==> src/rtl/mem_access_arbiter.sv <==
// mem_access_arbiter: shares one memory bus between instruction fetch and data
// access. Data wins by default, but a pending fetch is guaranteed a grant after
// STARVE_LIMIT consecutive data grants. Every transaction is IDLE -> GRANT_x ->
// IDLE, which leaves one bubble cycle between accesses.
module mem_access_arbiter #(
  parameter int STARVE_LIMIT = 4
) (
  input  logic        CLK,
  input  logic        nRST,
  input  logic        halt,
  input  logic        i_ren,
  input  logic [31:0] i_addr,
  output logic [31:0] i_rdata,
  output logic        i_busy,
  input  logic        d_ren,
  input  logic        d_wen,
  input  logic [31:0] d_addr,
  input  logic [31:0] d_wdata,
  input  logic [3:0]  d_byte_en,
  output logic [31:0] d_rdata,
  output logic        d_busy,
  output logic        m_ren,
  output logic        m_wen,
  output logic [31:0] m_addr,
  output logic [31:0] m_wdata,
  output logic [3:0]  m_byte_en,
  input  logic [31:0] m_rdata,
  input  logic        m_busy
);

  localparam int SW = $clog2(STARVE_LIMIT + 1);
  localparam logic [SW-1:0] LIMIT = SW'(STARVE_LIMIT);

  typedef enum logic [1:0] {IDLE, GRANT_I, GRANT_D} state_t;

  state_t        state, next;
  logic [SW-1:0] streak;
  logic          fetch_ok, d_req;

  // halt only gates new fetch grants; a fetch already granted runs to completion
  assign fetch_ok = i_ren & ~halt;
  assign d_req    = d_ren | d_wen;

  // read data is a plain pass-through; requesters qualify it with their busy
  assign i_rdata = m_rdata;
  assign d_rdata = m_rdata;

  // state register; async reset abandons any in-flight access
  always_ff @(posedge CLK or negedge nRST) begin
    if (!nRST) state <= IDLE;
    else       state <= next;
  end

  // starvation counter: counts data grants that overtook an eligible fetch
  always_ff @(posedge CLK or negedge nRST) begin
    if (!nRST)
      streak <= '0;
    else if (!fetch_ok)
      streak <= '0;
    else if (state == IDLE && next == GRANT_I)
      streak <= '0;
    else if (state == IDLE && next == GRANT_D && streak != LIMIT)
      streak <= streak + 1'b1;
  end

  // arbitration in IDLE; grants release unconditionally on completion
  always_comb begin
    next = state;
    case (state)
      IDLE: begin
        if (d_req && (streak < LIMIT || !fetch_ok)) next = GRANT_D;
        else if (fetch_ok)                          next = GRANT_I;
      end
      GRANT_I, GRANT_D: if (!m_busy) next = IDLE;
      default: next = IDLE;
    endcase
  end

  // bus drive and completion pulses; m_* never depend on m_busy
  always_comb begin
    m_ren     = 1'b0;
    m_wen     = 1'b0;
    m_addr    = '0;
    m_wdata   = '0;
    m_byte_en = '0;
    i_busy    = 1'b1;
    d_busy    = 1'b1;
    case (state)
      GRANT_I: begin
        m_ren     = 1'b1;
        m_addr    = i_addr;
        m_byte_en = 4'hF;
        i_busy    = m_busy;
      end
      GRANT_D: begin
        m_wen     = d_wen;
        m_ren     = d_ren & ~d_wen;   // write wins if both strobes are set
        m_addr    = d_addr;
        m_wdata   = d_wdata;
        m_byte_en = d_byte_en;
        d_busy    = m_busy;
      end
      default: ;
    endcase
  end

endmodule
==> config.mk <==
export PLATFORM = sky130hd
export DESIGN_NAME = mem_access_arbiter
export DESIGN_NICKNAME = d
export VERILOG_FILES = /design/src/rtl/mem_access_arbiter.sv
export SDC_FILE = /design/constraint.sdc
export NUM_CORES = 1
export LEC_CHECK = 0
export ABC_AREA = 0
export BUFFER_PORTS_ARGS = -buffer_cell sky130_fd_sc_hd__clkbuf_2
export CORE_AREA = 5 5 102 104
export CTS_BUF_LIST = sky130_fd_sc_hd__clkbuf_8
export DETAILED_ROUTE_END_ITERATION = 6
export DIE_AREA = 0 0 107 109
export GPL_ROUTABILITY_DRIVEN = 0
export MAX_ROUTING_LAYER = met4
export PLACE_DENSITY = 0.65
export SLEW_MARGIN = 20
export SYNTH_ARGS = -nofsm -noshare
export SYNTH_HDL_FRONTEND = slang
export SYNTH_SLANG_ARGS = --single-unit
==> constraint.sdc <==
create_clock -name CLK -period 2 [get_ports CLK]
set_input_delay 0 -clock CLK [delete_from_list [all_inputs] [get_ports CLK]]
set_output_delay 0 -clock CLK [all_outputs]
set_load 0.05 [all_outputs]
Yosys cells after proc, flatten, opt, wreduce, memory -nomap -nowiden
Cells that the tools add are included.
{ "totals": {"out_inout_bits": 136, "wordCells": 37, "reg_bits": 5} }
{ "op_classes": {"magnitude_cmp": 1, "add_sub_neg": 1, "eq_ne": 6, "bitwise": 5, "n_reduce_logical": 8, "mux": 14} }
{ "op_table": {"columns": ["operator", "n"], "rows": [
  ["case mux 32 bit (2 select lines)", 1],
  ["2-to-1 mux 32 bit", 1],
  ["2-to-1 mux 3 bit", 3],
  ["case mux 4 bit (2 select lines)", 1],
  ["2-to-1 mux 2 bit", 3],
  ["== test 2 x 1 -> 1 bit (second input constant)", 2],
  ["== test 2 bit (second input constant)", 2],
  ["logical AND 1 bit", 4],
  ["case mux 2 bit (2 select lines)", 1],
  ["adder 3 x 1 -> 3 bit (second input constant)", 1],
  ["less-than comparator 3 bit (second input constant)", 1],
  ["2-to-1 mux 1 bit", 3],
  ["inequality test 3 x 1 -> 1 bit (second input constant)", 1],
  ["inequality test 3 bit (second input constant)", 1],
  ["AND 1 bit", 2],
  ["logical NOT 2 bit", 1],
  ["inverter 1 bit", 2],
  ["case mux 1 bit (2 select lines)", 1],
  ["OR reduction 2 bit", 1],
  ["logical NOT 1 bit", 1],
  ["logical OR 1 bit", 1],
  ["bitwise OR 1 bit", 1]
]} }

Longest topological paths before layout
{ "logic_depth": {"depth_word": 13, "ltp_mapped": 7} }

Least setup slack after synthesis
Ideal clock, no wire load.
{ "synth_timing": {"kind": "reg-to-output", "startpoint": "register state[1]", "endpoint": "output m_addr[4]", "t_arrival_ns": 1.936, "setup_slack_ns": 0.064, "required_ns": 2.000, "path_stages_with_launch": 7, "n_path_buf": 2, "cell_sequence": "dfrtp_1 inv_1 ha_1 buf_2 buf_1 a22oi_1 nor2b_1"} }
{ "synth_between": {"elab_chain_len": 2, "word_cells_on_any_way": 3} }
{ "synth_lines": {"columns": ["item", "line", "rtl"], "rows": [
  ["start, declared", "36", "state_t state, next;"],
  ["start signal, assigned", "51", "else state <= next;"],
  ["== test 2 bit or == test 2 x 1 -> 1 bit (tied branches)", "88", "case (state)"],
  ["case mux 32 bit (2 select lines) *", "88", null],
  ["end, declared", "24", "output logic [31:0] m_addr,"]
]} }
Every way passes the cells marked *; elsewhere a longest branch is shown, timed or not.

Worst setup path after layout
{ "layout_timing": {"startpoint": "register state[0]", "endpoint": "output m_addr[24]"} }
The elaborated chain is that of the path after synthesis.

==> results.py <==
metrics = {
    "status": {
        "outcome": "complete, no violations",
    },
    "setup_path": {
        "worst_path_max_delay_cell": "dfrtp_1",
        "crit_arrival_ns": 1.85,
        "r2r_start": "state[0]",
        "worstPathCellList": "inv_1, ha_1, buf_4, nor2b_1, clkbuf_2",
        "critical_path.top_delay_family": "buffers and inverters",
        "cp.required_ns": 2.00,
        "path_buf_inv": 3,
        "cp-end-kind": "output port",
        "rrSetupSlack_ns": 0.24,
        "critPathMaxStageDelay_ns": 0.42,
        "cp_max_fo": 37,
        "reg2reg_to": "streak[2]",
        "reg2reg_depth": 7,
        "cp-start-kind": "flop",
        "setup.worst_path.class": "reg -> out",
    },
    "synthesis": {
        "ys_seq_elements": 5,
        "syn_inst": 236,
        "syn_nets": 381,
        "synth.yosys.warnings": 0,
        "yosysTopAreaCell": "buf_4",
        "synth_area_leaders": "buf_4, a22oi_1, nor2b_1",
        "synth_top_cell_area_share_pct": 28.2,
        "avgSynthCellArea_um2": 7.21,
        "synthTopCellsByCount": "buf_4, nor2b_1, and2_1",
        "synthFlopType": "dfrtp_1",
        "synthArstFlopShare_pct": 100,
        "synth_edf_count": 0,
        "netlist-cell-type-count": 34,
        "yosysMostFrequentCell": "buf_4",
        "ys_seq_area_share_pct": 7.35,
        "synth_area_um2": 1700,
    },
    "timing": {
        "post-route-period-util_pct": 92.4,
        "skew_ns": 0.00204,
        "report.final.slew_viol_count": 0,
        "finalHoldViolCount": 0,
        "fin_crit_ns": 1.85,
        "worst_pin_slew_ns": 0.337,
        "setup_viol": 0,
        "slew_headroom_pct": 77.5,
        "rsz0062_at_grt": "no",
        "setup_ws_ns": 0.152,
        "max_freq_mhz": 541,
        "fin_tns_setup_ns": 0,
    },
    "global_route": {
        "grt_use_total_pct": 10.4,
        "grt.overflow.total": 0,
        "antenna_found_initial": 0,
        "grt_pass1_vias": 1865,
        "grt_max_degree": 51,
        "grt_pass1_wl_um": 9560,
    },
    "floorplanning": {
        "ios": 275,
        "die_w_um": 107,
        "core_area_um2": 9460,
        "std_cell_rows": 36,
        "die-area_um2": 11700,
        "die_y_um": 109,
        "initial_core_util_pct": 18.0,
    },
    "pwr": {
        "leakage_nw": 1.31,
        "p_sw_w": 0.00253,
        "seqPwrFrac_pct": 3.5,
        "power.share.switching_pct": 64.1,
        "power_density_nw_per_um2": 1570,
        "clkPwrFrac_pct": 4.7,
        "ir_drop_mv": 0.633,
        "p_int_w": 0.00141,
        "p_comb_share_pct": 91.8,
    },
    "cells_and_area": {
        "drive_above_1_share_pct": 56.4,
        "syn_to_final_growth_pct": 47.3,
        "insertedDiodeCount": 0,
        "nNetsFinal": 490,
    },
    "drt": {
        "initialDrtViolationCount": 133,
        "ant_nets": 0,
        "post_drt_wl_per_cell_um": 14.9,
        "viasPerCell": 4.23,
        "drt-pass1-iter-count": 4,
        "drc": 0,
        "vias": 1936,
        "wirelength_um": 6840,
    },
    "hold_path": {
        "worstHoldStart": "m_rdata[22]",
        "hold_path_end": "d_rdata[22]",
        "holdPathStages": 0,
        "worstHoldPathType": "in -> out",
    },
    "flow_run": {
        "cap_violations": 0,
    },
    "placed_design": {
        "post-place-ws_ns": 0.256,
        "dp_hpwl_um": 5820,
        "port_buffers": 178,
    },
    "clock_tree": {
        "clk_path_buf_depth": 2,
        "cts_tree": "built",
        "cts_root_buf": "clkbuf_8",
        "numCtsBuffers": 3,
        "h-tree-depth": 1,
        "clk_pin_slew_worst_paths_ns": 0.04,
        "post_cts_buffers": 0,
        "clock_latency_ns": 0.22,
        "cts_sinks": 5,
    },
}
-- registers in the layout, indices dropped and copies added (netlist names) --
register / count
state: 2
streak: 3
-- worst max-delay path by stage --
stage          startpoint         end  slack [ns]  cells after the start
2_1_floorplan    state[1]   m_addr[4]        0.06                      6
6_report         state[0]  m_addr[24]        0.15                      5
4_1_cts          state[0]   m_addr[8]        0.12                      5
3_3_place_gp     state[0]   streak[0]        0.36                      7
5_1_grt          state[0]  m_addr[23]        0.02                      5
3_5_place_dp     state[0]   streak[2]        0.26                      7
-- final cells by class --
class	instances	area, um2
Clock buffer	3	41.3
Clock inverter	1	3.75
Fill cell	1031	6950
Inverter	5	18.8
Multi-Input combinational cell	146	1010
Sequential cell	5	125
Tap cell	114	143
Timing Repair Buffer	184	1160
-- per-layer routing --
layer / global-route usage, % / part of all wire (%) / up-vias
met1: 11.7 / 37 / 865
met5: - / 0 / -
met3: 2.72 / 8.5 / 27
li1: - / - / 938
met2: 18.2 / 52 / 106
met4: 3.29 / 2.4 / 0
-- power by group through the flow --
stage	clock [W]	sequential (W)	combinational, W
final	0.000185	0.000137	0.00362
after floorplan	0	0.000133	0.00290
after global routing	0.000196	0.000139	0.00382
after CTS	0.000191	0.000137	0.00365
after global placement	0	0.000136	0.00359
after detailed placement	0	0.000138	0.00364
-- cells by family after synthesis --
| family | Yosys count | synth area share (%) |
|---|---|---|
| AOI/OAI and AO/OA | 51 | 21.6 |
| adders and majority gates | 6 | 4.41 |
| buffers and inverters | 85 | 33.2 |
| DFF | 5 | 7.35 |
| and+or+nand+nor | 89 | 33.4 |
-- stage by stage --
stage                     hold slack, ns  std cells  cell area (um2)  util [%]  total power, W
after floorplan                   -0.296        236             1700         -         0.00303
after detailed placement          -0.171        453             2450      25.9         0.00378
final                          0.0000118        458             2510      26.5         0.00394
after CTS                       0.000497        458             2510      26.5         0.00397
after global routing            0.000117        458             2510      26.5         0.00415
after global placement            -0.177        453             2450      25.9         0.00372
-- layout by cell type, fill, tap and decap left out, types with 2 or more instances in the layout --
cell / instances
inv_1: 6
nand2_1: 3
buf_4: 4
dfrtp_1: 5
nor2_1: 3
o21ai_0: 2
a22oi_1: 32
nor2b_1: 36
nand2b_1: 2
buf_12: 15
ha_1: 5
clkbuf_8: 3
clkbuf_2: 164
and2_1: 34
a21oi_1: 6
o21a_1: 2
a21boi_1: 2
nand3_1: 2
-- what timing repair did --
item                                   in CTS  in global routing
hold buffers                                1                  0
endpoints found under the hold margin       5                  0
gates resized for setup                     0                  0
Power figures use the tool's default switching activity.
